[src/rtl/blake2s_round_sched.sv]
// rtl/blake2s_round_sched.sv - BLAKE2s compression round scheduler around a single G unit
module blake2s_round_sched #(
  parameter int ROUNDS = 10
) (
  input  logic         clk,
  input  logic         rst,
  input  logic         start,
  output logic         ready,
  input  logic [511:0] v_in,
  input  logic [511:0] m_in,
  output logic         out_valid,
  input  logic         out_ready,
  output logic [511:0] v_out,
  output logic [3:0]   round_o,
  output logic [2:0]   step_o
);

  typedef enum logic [1:0] {IDLE, RUN, DONE} state_t;

  localparam logic [3:0] LAST_ROUND = 4'(ROUNDS - 1);

  state_t       state_q, state_d;
  logic [511:0] v_q, m_q, v_wb;
  logic [3:0]   round_q;
  logic [2:0]   step_q;
  logic         out_valid_q;
  logic         last_step;
  logic         handshake;

  logic [3:0]   ia, ib, ic, id;
  logic [3:0]   mx, my;
  logic [31:0]  a_i, b_i, c_i, d_i, x_i, y_i;
  logic [127:0] g_out;

  // Each SIGMA row is packed with entry 0 in the top nibble, so entry i
  // sits at nibble (15 - i), which for a 4-bit index is simply ~i.
  function automatic logic [3:0] sigma(input logic [3:0] r, input logic [3:0] i);
    logic [63:0] row;
    case (r)
      4'd1:    row = 64'hEA489FD61C02B753;
      4'd2:    row = 64'hB8C052FDAE367194;
      4'd3:    row = 64'h7931DCBE265A40F8;
      4'd4:    row = 64'h905724AFE1BC683D;
      4'd5:    row = 64'h2C6A0B834D75FE19;
      4'd6:    row = 64'hC51FED4A0763928B;
      4'd7:    row = 64'hDB7EC13950F4862A;
      4'd8:    row = 64'h6FE9B308C2D714A5;
      4'd9:    row = 64'hA2847615FB9E3CD0;
      default: row = 64'h0123456789ABCDEF;
    endcase
    return row[{~i, 2'b00} +: 4];
  endfunction

  // BLAKE2s quarter-round; returns {a_o, b_o, c_o, d_o}. Adds wrap mod 2^32.
  function automatic logic [127:0] g_fn(input logic [31:0] a, input logic [31:0] b,
                                        input logic [31:0] c, input logic [31:0] d,
                                        input logic [31:0] x, input logic [31:0] y);
    logic [31:0] t;
    a = a + b + x;
    t = d ^ a;  d = {t[15:0], t[31:16]};
    c = c + d;
    t = b ^ c;  b = {t[11:0], t[31:12]};
    a = a + b + y;
    t = d ^ a;  d = {t[7:0], t[31:8]};
    c = c + d;
    t = b ^ c;  b = {t[6:0], t[31:7]};
    return {a, b, c, d};
  endfunction

  assign last_step = (round_q == LAST_ROUND) && (step_q == 3'd7);
  assign handshake = out_valid_q && out_ready;

  // Column steps 0..3, then diagonal steps 4..7 of the 4x4 working matrix.
  always_comb begin
    ia = 4'd0; ib = 4'd4; ic = 4'd8; id = 4'd12;
    case (step_q)
      3'd0: begin ia = 4'd0; ib = 4'd4; ic = 4'd8;  id = 4'd12; end
      3'd1: begin ia = 4'd1; ib = 4'd5; ic = 4'd9;  id = 4'd13; end
      3'd2: begin ia = 4'd2; ib = 4'd6; ic = 4'd10; id = 4'd14; end
      3'd3: begin ia = 4'd3; ib = 4'd7; ic = 4'd11; id = 4'd15; end
      3'd4: begin ia = 4'd0; ib = 4'd5; ic = 4'd10; id = 4'd15; end
      3'd5: begin ia = 4'd1; ib = 4'd6; ic = 4'd11; id = 4'd12; end
      3'd6: begin ia = 4'd2; ib = 4'd7; ic = 4'd8;  id = 4'd13; end
      default: begin ia = 4'd3; ib = 4'd4; ic = 4'd9; id = 4'd14; end
    endcase
  end

  // Operand and message-word selection, G evaluation and write-back merge.
  always_comb begin
    mx    = sigma(round_q, {step_q, 1'b0});
    my    = sigma(round_q, {step_q, 1'b1});
    a_i   = v_q[{ia, 5'b0} +: 32];
    b_i   = v_q[{ib, 5'b0} +: 32];
    c_i   = v_q[{ic, 5'b0} +: 32];
    d_i   = v_q[{id, 5'b0} +: 32];
    x_i   = m_q[{mx, 5'b0} +: 32];
    y_i   = m_q[{my, 5'b0} +: 32];
    g_out = g_fn(a_i, b_i, c_i, d_i, x_i, y_i);
    v_wb  = v_q;
    v_wb[{ia, 5'b0} +: 32] = g_out[127:96];
    v_wb[{ib, 5'b0} +: 32] = g_out[95:64];
    v_wb[{ic, 5'b0} +: 32] = g_out[63:32];
    v_wb[{id, 5'b0} +: 32] = g_out[31:0];
  end

  // Next-state logic; start is only honoured in IDLE.
  always_comb begin
    state_d = state_q;
    case (state_q)
      IDLE:    if (start)     state_d = RUN;
      RUN:     if (last_step) state_d = DONE;
      DONE:    if (handshake) state_d = IDLE;
      default:                state_d = IDLE;
    endcase
  end

  // State register.
  always_ff @(posedge clk or posedge rst) begin
    if (rst) state_q <= IDLE;
    else     state_q <= state_d;
  end

  // Working vector, message block and round/step counters.
  always_ff @(posedge clk or posedge rst) begin
    if (rst) begin
      v_q     <= '0;
      m_q     <= '0;
      round_q <= 4'd0;
      step_q  <= 3'd0;
    end else begin
      case (state_q)
        IDLE: begin
          if (start) begin
            v_q     <= v_in;
            m_q     <= m_in;
            round_q <= 4'd0;
            step_q  <= 3'd0;
          end
        end
        RUN: begin
          v_q <= v_wb;
          if (last_step) begin
            round_q <= 4'd0;
            step_q  <= 3'd0;
          end else if (step_q == 3'd7) begin
            round_q <= round_q + 4'd1;
            step_q  <= 3'd0;
          end else begin
            step_q  <= step_q + 3'd1;
          end
        end
        default: ;
      endcase
    end
  end

  // Valid is registered one cycle after entering DONE and clears on handshake.
  always_ff @(posedge clk or posedge rst) begin
    if (rst) out_valid_q <= 1'b0;
    else     out_valid_q <= (state_q == DONE) && !handshake;
  end

  assign ready     = (state_q == IDLE);
  assign out_valid = out_valid_q;
  assign v_out     = v_q;
  assign round_o   = round_q;
  assign step_o    = step_q;

endmodule
[config.mk]
export PLATFORM = sky130hd
export DESIGN_NAME = blake2s_round_sched
export DESIGN_NICKNAME = d
export VERILOG_FILES = /design/src/rtl/blake2s_round_sched.sv
export SDC_FILE = /design/constraint.sdc
export NUM_CORES = 2
export LEC_CHECK = 0
export BUFFER_PORTS_ARGS = -buffer_cell sky130_fd_sc_hd__buf_2
export CORE_AREA = 2 2 603 605
export CTS_CLUSTER_DIAMETER = 80
export DETAILED_ROUTE_END_ITERATION = 6
export DIE_AREA = 0 0 605 607
export PLACE_DENSITY = 0.34
export SLEW_MARGIN = 20
export SYNTH_ARGS = -nofsm -noshare
export SYNTH_HDL_FRONTEND = slang
export SYNTH_SLANG_ARGS = --single-unit
[constraint.sdc]
create_clock -name clk -period 55.6 [get_ports clk]
set_input_delay 16.68 -clock clk [delete_from_list [all_inputs] [get_ports clk]]
set_output_delay 16.68 -clock clk [all_outputs]
set_load 0.02 [all_outputs]
After elaboration in Yosys (flattened, before gate mapping). Memories as Yosys holds them, arrays and structs flattened. Cells that the tools add are included.

Add/sub/neg operators: 12. Eq/ne operators: 14. Shift-type cells: 16. Mux-type cells: 22. Bitwise operators: 6. Reductions and logical operators: 23.

Operators with widths (number): indexed part select 512 x 10 -> 32 bit (6); bitwise mux 512 bit (4); variable shift 32 x 11 -> 512 bit (first input constant) (4); indexed part select 32 x 11 -> 512 bit (4); one-hot mux 512 bit (2 select lines) (1); 2-to-1 mux 512 bit (1); adder 32 bit (6); indexed part select 64 x 7 -> 4 bit (2); XOR 32 bit (4); negator 9 -> 11 bit (4); one-hot mux 2 bit (3 select lines) (5); OR reduction 2 bit (12); equality test 3 bit (second input constant) (4); 2-to-1 mux 4 bit (3); 2-to-1 mux 3 bit (3); NOT 4 bit (2); one-hot mux 4 bit (2 select lines) (1); equality test 3 x 2 -> 1 bit (second input constant) (2); 2-to-1 mux 2 bit (3); != test 2 bit (second input constant) (3); one-hot mux 3 bit (2 select lines) (1); AND reduction 3 bit (2); adder 4 x 1 -> 4 bit (second input constant) (1); equality test 4 bit (second input constant) (1); other kinds (11) (14).

Bits in registers: 1034. Bits in read-only memories: 2048. Input bits: 1028. Logic and storage cells: 101. Memories: 2.

Memory list: (name not given) (depth 16, width 64, rd ports 1, clocked after memory_dff 0, wr ports 0, RTL line 39) `case (r)`; (name not given) (depth 16, width 64, rd ports 1, clocked after memory_dff 0, wr ports 0, RTL line 39).

Logic depth before layout (Yosys ltp).
Depth after elaboration: 19. Depth in mapped cells: 73.

Worst setup path before layout. OpenSTA, ideal clock, no wires.

Path type: input -> register. From: input start. To: register v_q[128] (netlist: v_out[128]). Library setup time: 131 ps. Data arrival time: 18400 ps. Data required time: 55469 ps. Setup slack: 37070 ps. Stages on the path: 8. Buffers on the path: 2. Cells stage by stage: and2_1 > clkbuf_1 > nor2_1 > a21oi_1 > nand2_1 > clkbuf_1 > a221oi_1 > nor3_1.

Cells in the longest elaborated chain, start to end: 2.

RTL lines: start, declared (RTL line 7) `input logic start,`; != test 2 bit (no line); AND reduction 2 bit (no line); end signal, assigned (RTL line 134) `v_q <= v_in;`; end signal, assigned (RTL line 141) `v_q <= v_wb;`; end, declared (RTL line 23) `logic [511:0] v_q, m_q, v_wb;`.

No other way between the ends. A chain may end at the register's enable or synchronous reset.

Worst setup path after layout.
From: register round_q[1] (netlist: round_o[1]). To: register v_q[111] (netlist: v_out[111]).

Cells in the longest elaborated chain, start to end: 17.

RTL lines: start, declared (RTL line 24) `logic [3:0] round_q;`; start signal, assigned (RTL line 146) `round_q <= round_q + 4'd1;`; memory read (16 x 64 bit); indexed part select 64 x 7 -> 4 bit (RTL line 51) `return row[{~i, 2'b00} +: 4];`; indexed part select 512 x 10 -> 32 bit (RTL line 96) `x_i = m_q[{mx, 5'b0} +: 32];`; adder 32 bit (RTL line 59) `a = a + b + x;`; XOR 32 bit (RTL line 60) `t = d ^ a; d = {t[15:0], t[31:16]};`; adder 32 bit (RTL line 61) `c = c + d;`; XOR 32 bit (RTL line 62) `t = b ^ c; b = {t[11:0], t[31:12]};`; adder 32 bit (2 in a row) (RTL line 63) `a = a + b + y;`; XOR 32 bit (RTL line 64) `t = d ^ a; d = {t[7:0], t[31:8]};`; adder 32 bit (RTL line 65) `c = c + d;`; XOR 32 bit (RTL line 66) `t = b ^ c; b = {t[6:0], t[31:7]};`; indexed part select 32 x 11 -> 512 bit (RTL line 101) `v_wb[{ib, 5'b0} +: 32] = g_out[95:64];`; bitwise mux 512 bit (RTL line 101); bitwise mux 512 bit (RTL line 102) `v_wb[{ic, 5'b0} +: 32] = g_out[63:32];`; bitwise mux 512 bit (*) (RTL line 103) `v_wb[{id, 5'b0} +: 32] = g_out[31:0];`; one-hot mux 512 bit (2 select lines) (*) (RTL line 131) `case (state_q)`.

Mark *: on every way between the ends. The rest lies on a longest branch, timed or not.

==> results.py <==
metrics = {
    "clocking": {
        "tritoncts": "done",
        "clk_latency_ns": 0.91,
        "ctsRootBufferMaster": "clkbuf_16",
        "cts_hold_buf": 0,
        "clk_pin_slew_ns": 0.05,
        "clockBufferDepth": 4,
        "post_cts_buffers": 0,
        "h-tree-depth": 4,
        "cts_made_buffers": 149,
        "cts.sinks": 1034,
        "cts_resized": 0,
    },
    "synth": {
        "synthCells": 8271,
        "ys_top_cells_by_count": "2,471 x nand2_1, 1,034 x dfrtp_1, 572 x clkbuf_1",
        "synth_area_leaders": "dfrtp_1 39%, nand2_1 14%, a221oi_1 3.3%",
        "ys_seq_area_frac": 0.3859,
        "ys_seq_elements": 1034,
        "netlist.area_leader.share": 0.3859,
        "syn_nets": 9518,
        "synth_most_common_cell": "nand2_1",
        "async_flop_share": 1.000,
        "synth_warnings": 0,
        "yosys.area.top_type": "dfrtp_1",
        "synth.distinct_cells": 82,
        "synth_area_sq_um": 67060,
        "synth_edf_count": 0,
        "syn-mean-instance-area_sq_um": 8.107,
        "synth_top_flop_cell": "dfrtp_1",
    },
    "route": {
        "drtPass1Iterations": 7,
        "wl_per_cell_um": 36.32,
        "drc": 2,
        "ant_nets": 0,
        "vias": 74070,
        "first_iter_violations": 7631,
        "via_per_inst": 5.106,
        "wirelength_um": 526800,
    },
    "critical_path": {
        "crit_family": "compound AO/OA/AOI/OAI gates",
        "crit_type": "flip-flop to flip-flop",
        "crit_path_end_kind": "flip-flop",
        "worst_path_most_repeated_cell": "o21ai_0",
        "crit_arrival_ns": 21.66,
        "critPathMaxStageDelay_ns": 0.97,
        "critPathBufInv": 6,
        "startpoint_type": "flip-flop",
        "critPathRequiredTime_ns": 56.32,
        "crit_path_top_delay_cell": "xor2_2",
        "crit_fanout": 104,
    },
    "timing": {
        "tightestPinTransition_ns": 1.318,
        "slew_violations": 0,
        "rsz0062_at_grt": "false",
        "hold_ws_ns": 0.4706,
        "max_freq_mhz": 47.75,
        "final.period_utilization": 0.3767,
        "setup_violations": 0,
        "fin_crit_ns": 20.94,
        "hold_violations": 0,
        "setup_tns_ns": 0,
        "max_slew_margin": 0.1181,
        "finalClockSkew_ns": 0.1131,
    },
    "floorplan": {
        "die-area_sq_um": 367200,
        "core_area_sq_um": 360900,
        "start_util": 0.1858,
        "die_x_um": 605,
        "rows": 221,
        "die_h_um": 607,
        "num_io_pins": 1549,
    },
    "global_route": {
        "use_met1": 0.3499,
        "grt_most_used_layer": "met2",
        "antenna_found_initial": 135,
        "grt_pass1_vias": 71690,
        "gr-usage-met3": 0.05185,
        "grt_pass1_wl_um": 686100,
        "grtUsageMet2": 0.4373,
        "grt_max_degree": 174,
        "grtUsageTotal": 0.2753,
        "grt_overflow": 0,
    },
    "place": {
        "hpwl_um": 412300,
        "numPortBuffers": 1548,
        "gp_congestion": 0.9659,
    },
    "run": {
        "drv_cap": 0,
    },
    "finish": {
        "drive_above_1_share": 0.2347,
        "syn_to_final_growth_pct": 28.99,
        "final.fill_count": 40060,
        "nets": 10790,
    },
    "worst_hold_path": {
        "worstHoldPathType": "flip-flop to flip-flop",
    },
    "status": {
        "violations": "design-rule violations",
        "status": "finished with violations",
    },
}
==> cell type report <==
type                    count  area (sq um)  share of cell area
clock inverters            55         649.4            0.007508
clock buffers             205          4282             0.04950
inverters                 152         580.6            0.006712
flip-flops and latches   1034         25880              0.2992
repair buffers           1774          9688              0.1120
well taps                4794          5998             0.06935
multi-input cells        6429         39260              0.4539
diodes                     63         157.7            0.001823
==> worst register-to-register path, delay by kind of cell, from the launching register on <==
| kind | cells | cell delay [ns] |
|---|---|---|
| AND/OR/NAND/NOR | 6 | 0.98 |
| flip-flops | 1 | 0.82 |
| buffers and inverters | 6 | 1.83 |
| adder cells (fa/ha/maj) | 8 | 3.31 |
| XOR/XNOR | 8 | 4.54 |
| AO/OA/AOI/OAI | 27 | 8.01 |
| multiplexers | 3 | 1.35 |
==> metrics by stage <==
step                      cells  instance area, sq um  setup slack [ns]    util
final                     14510                 86500             34.66  0.2397
after global routing      14480                 86430             33.72  0.2395
after CTS                 14440                 86300             35.14  0.2392
after detailed placement  14180                 81370             34.81  0.2255
after global placement    14180                 81190             34.86  0.2250
after floorplan            8271                 67060             9.820       -
==> state kept, by name, summed over array words and instances, names as in the netlist <==
signal	count
m_q	512
out_valid	1
round_o	4
state_q	2
step_o	3
v_out	512
==> placed cells by master, fill, tap and decap left out, types with 150 or more instances in the layout <==
cell          n
nand2_1    2464
buf_2      1548
dfrtp_1    1033
nor2_1      449
nor3_1      386
o21ai_0     328
a21oi_1     280
a211oi_1    267
a221oi_1    251
buf_4       207
a22oi_1     186
mux2i_1     182
and2_1      176
ha_1        153
clkbuf_16   151
a31oi_1     150
==> final timing paths <==
kind                                         from                endpoint  slack (ns)  cells past startpoint
setup / recovery           round_o[1]$_DFFE_PP0P_  v_out[111]$_DFFE_PP0P_       34.66                     58
hold / removal                out_valid$_DFF_PP0_     out_valid$_DFF_PP0_        0.47                      1
setup reg to reg           round_o[1]$_DFFE_PP0P_  v_out[111]$_DFFE_PP0P_       34.66                     58
hold reg to reg               out_valid$_DFF_PP0_     out_valid$_DFF_PP0_        0.47                      1
max in group asynchronous                     rst    m_q[105]$_DFFE_PP0P_       35.80                      6
min in group asynchronous                     rst  v_out[385]$_DFFE_PP0P_       15.92                      2
==> kinds of logic after synthesis <==
| kind of cell | Yosys count | share of synthesized area |
|---|---|---|
| compound gates | 1919 | 0.1973 |
| xor+xnor | 249 | 0.03508 |
| fa+ha+maj | 219 | 0.04825 |
| buf+inv | 808 | 0.04624 |
| flops | 1034 | 0.3859 |
| mux | 261 | 0.05230 |
| simple gates | 3781 | 0.2350 |
==> layer usage <==
metal	routed length, um	share of wire	vias up
met5	178	0.00034	-
met4	34850	0.066	26
met3	36690	0.070	875
met2	238200	0.45	3854
met1	216900	0.41	37660
li1	-	-	31650
Power is left out: the tool's default activity adds up to more than one toggle a clock period on the data nets, which glitch-free logic cannot reach.
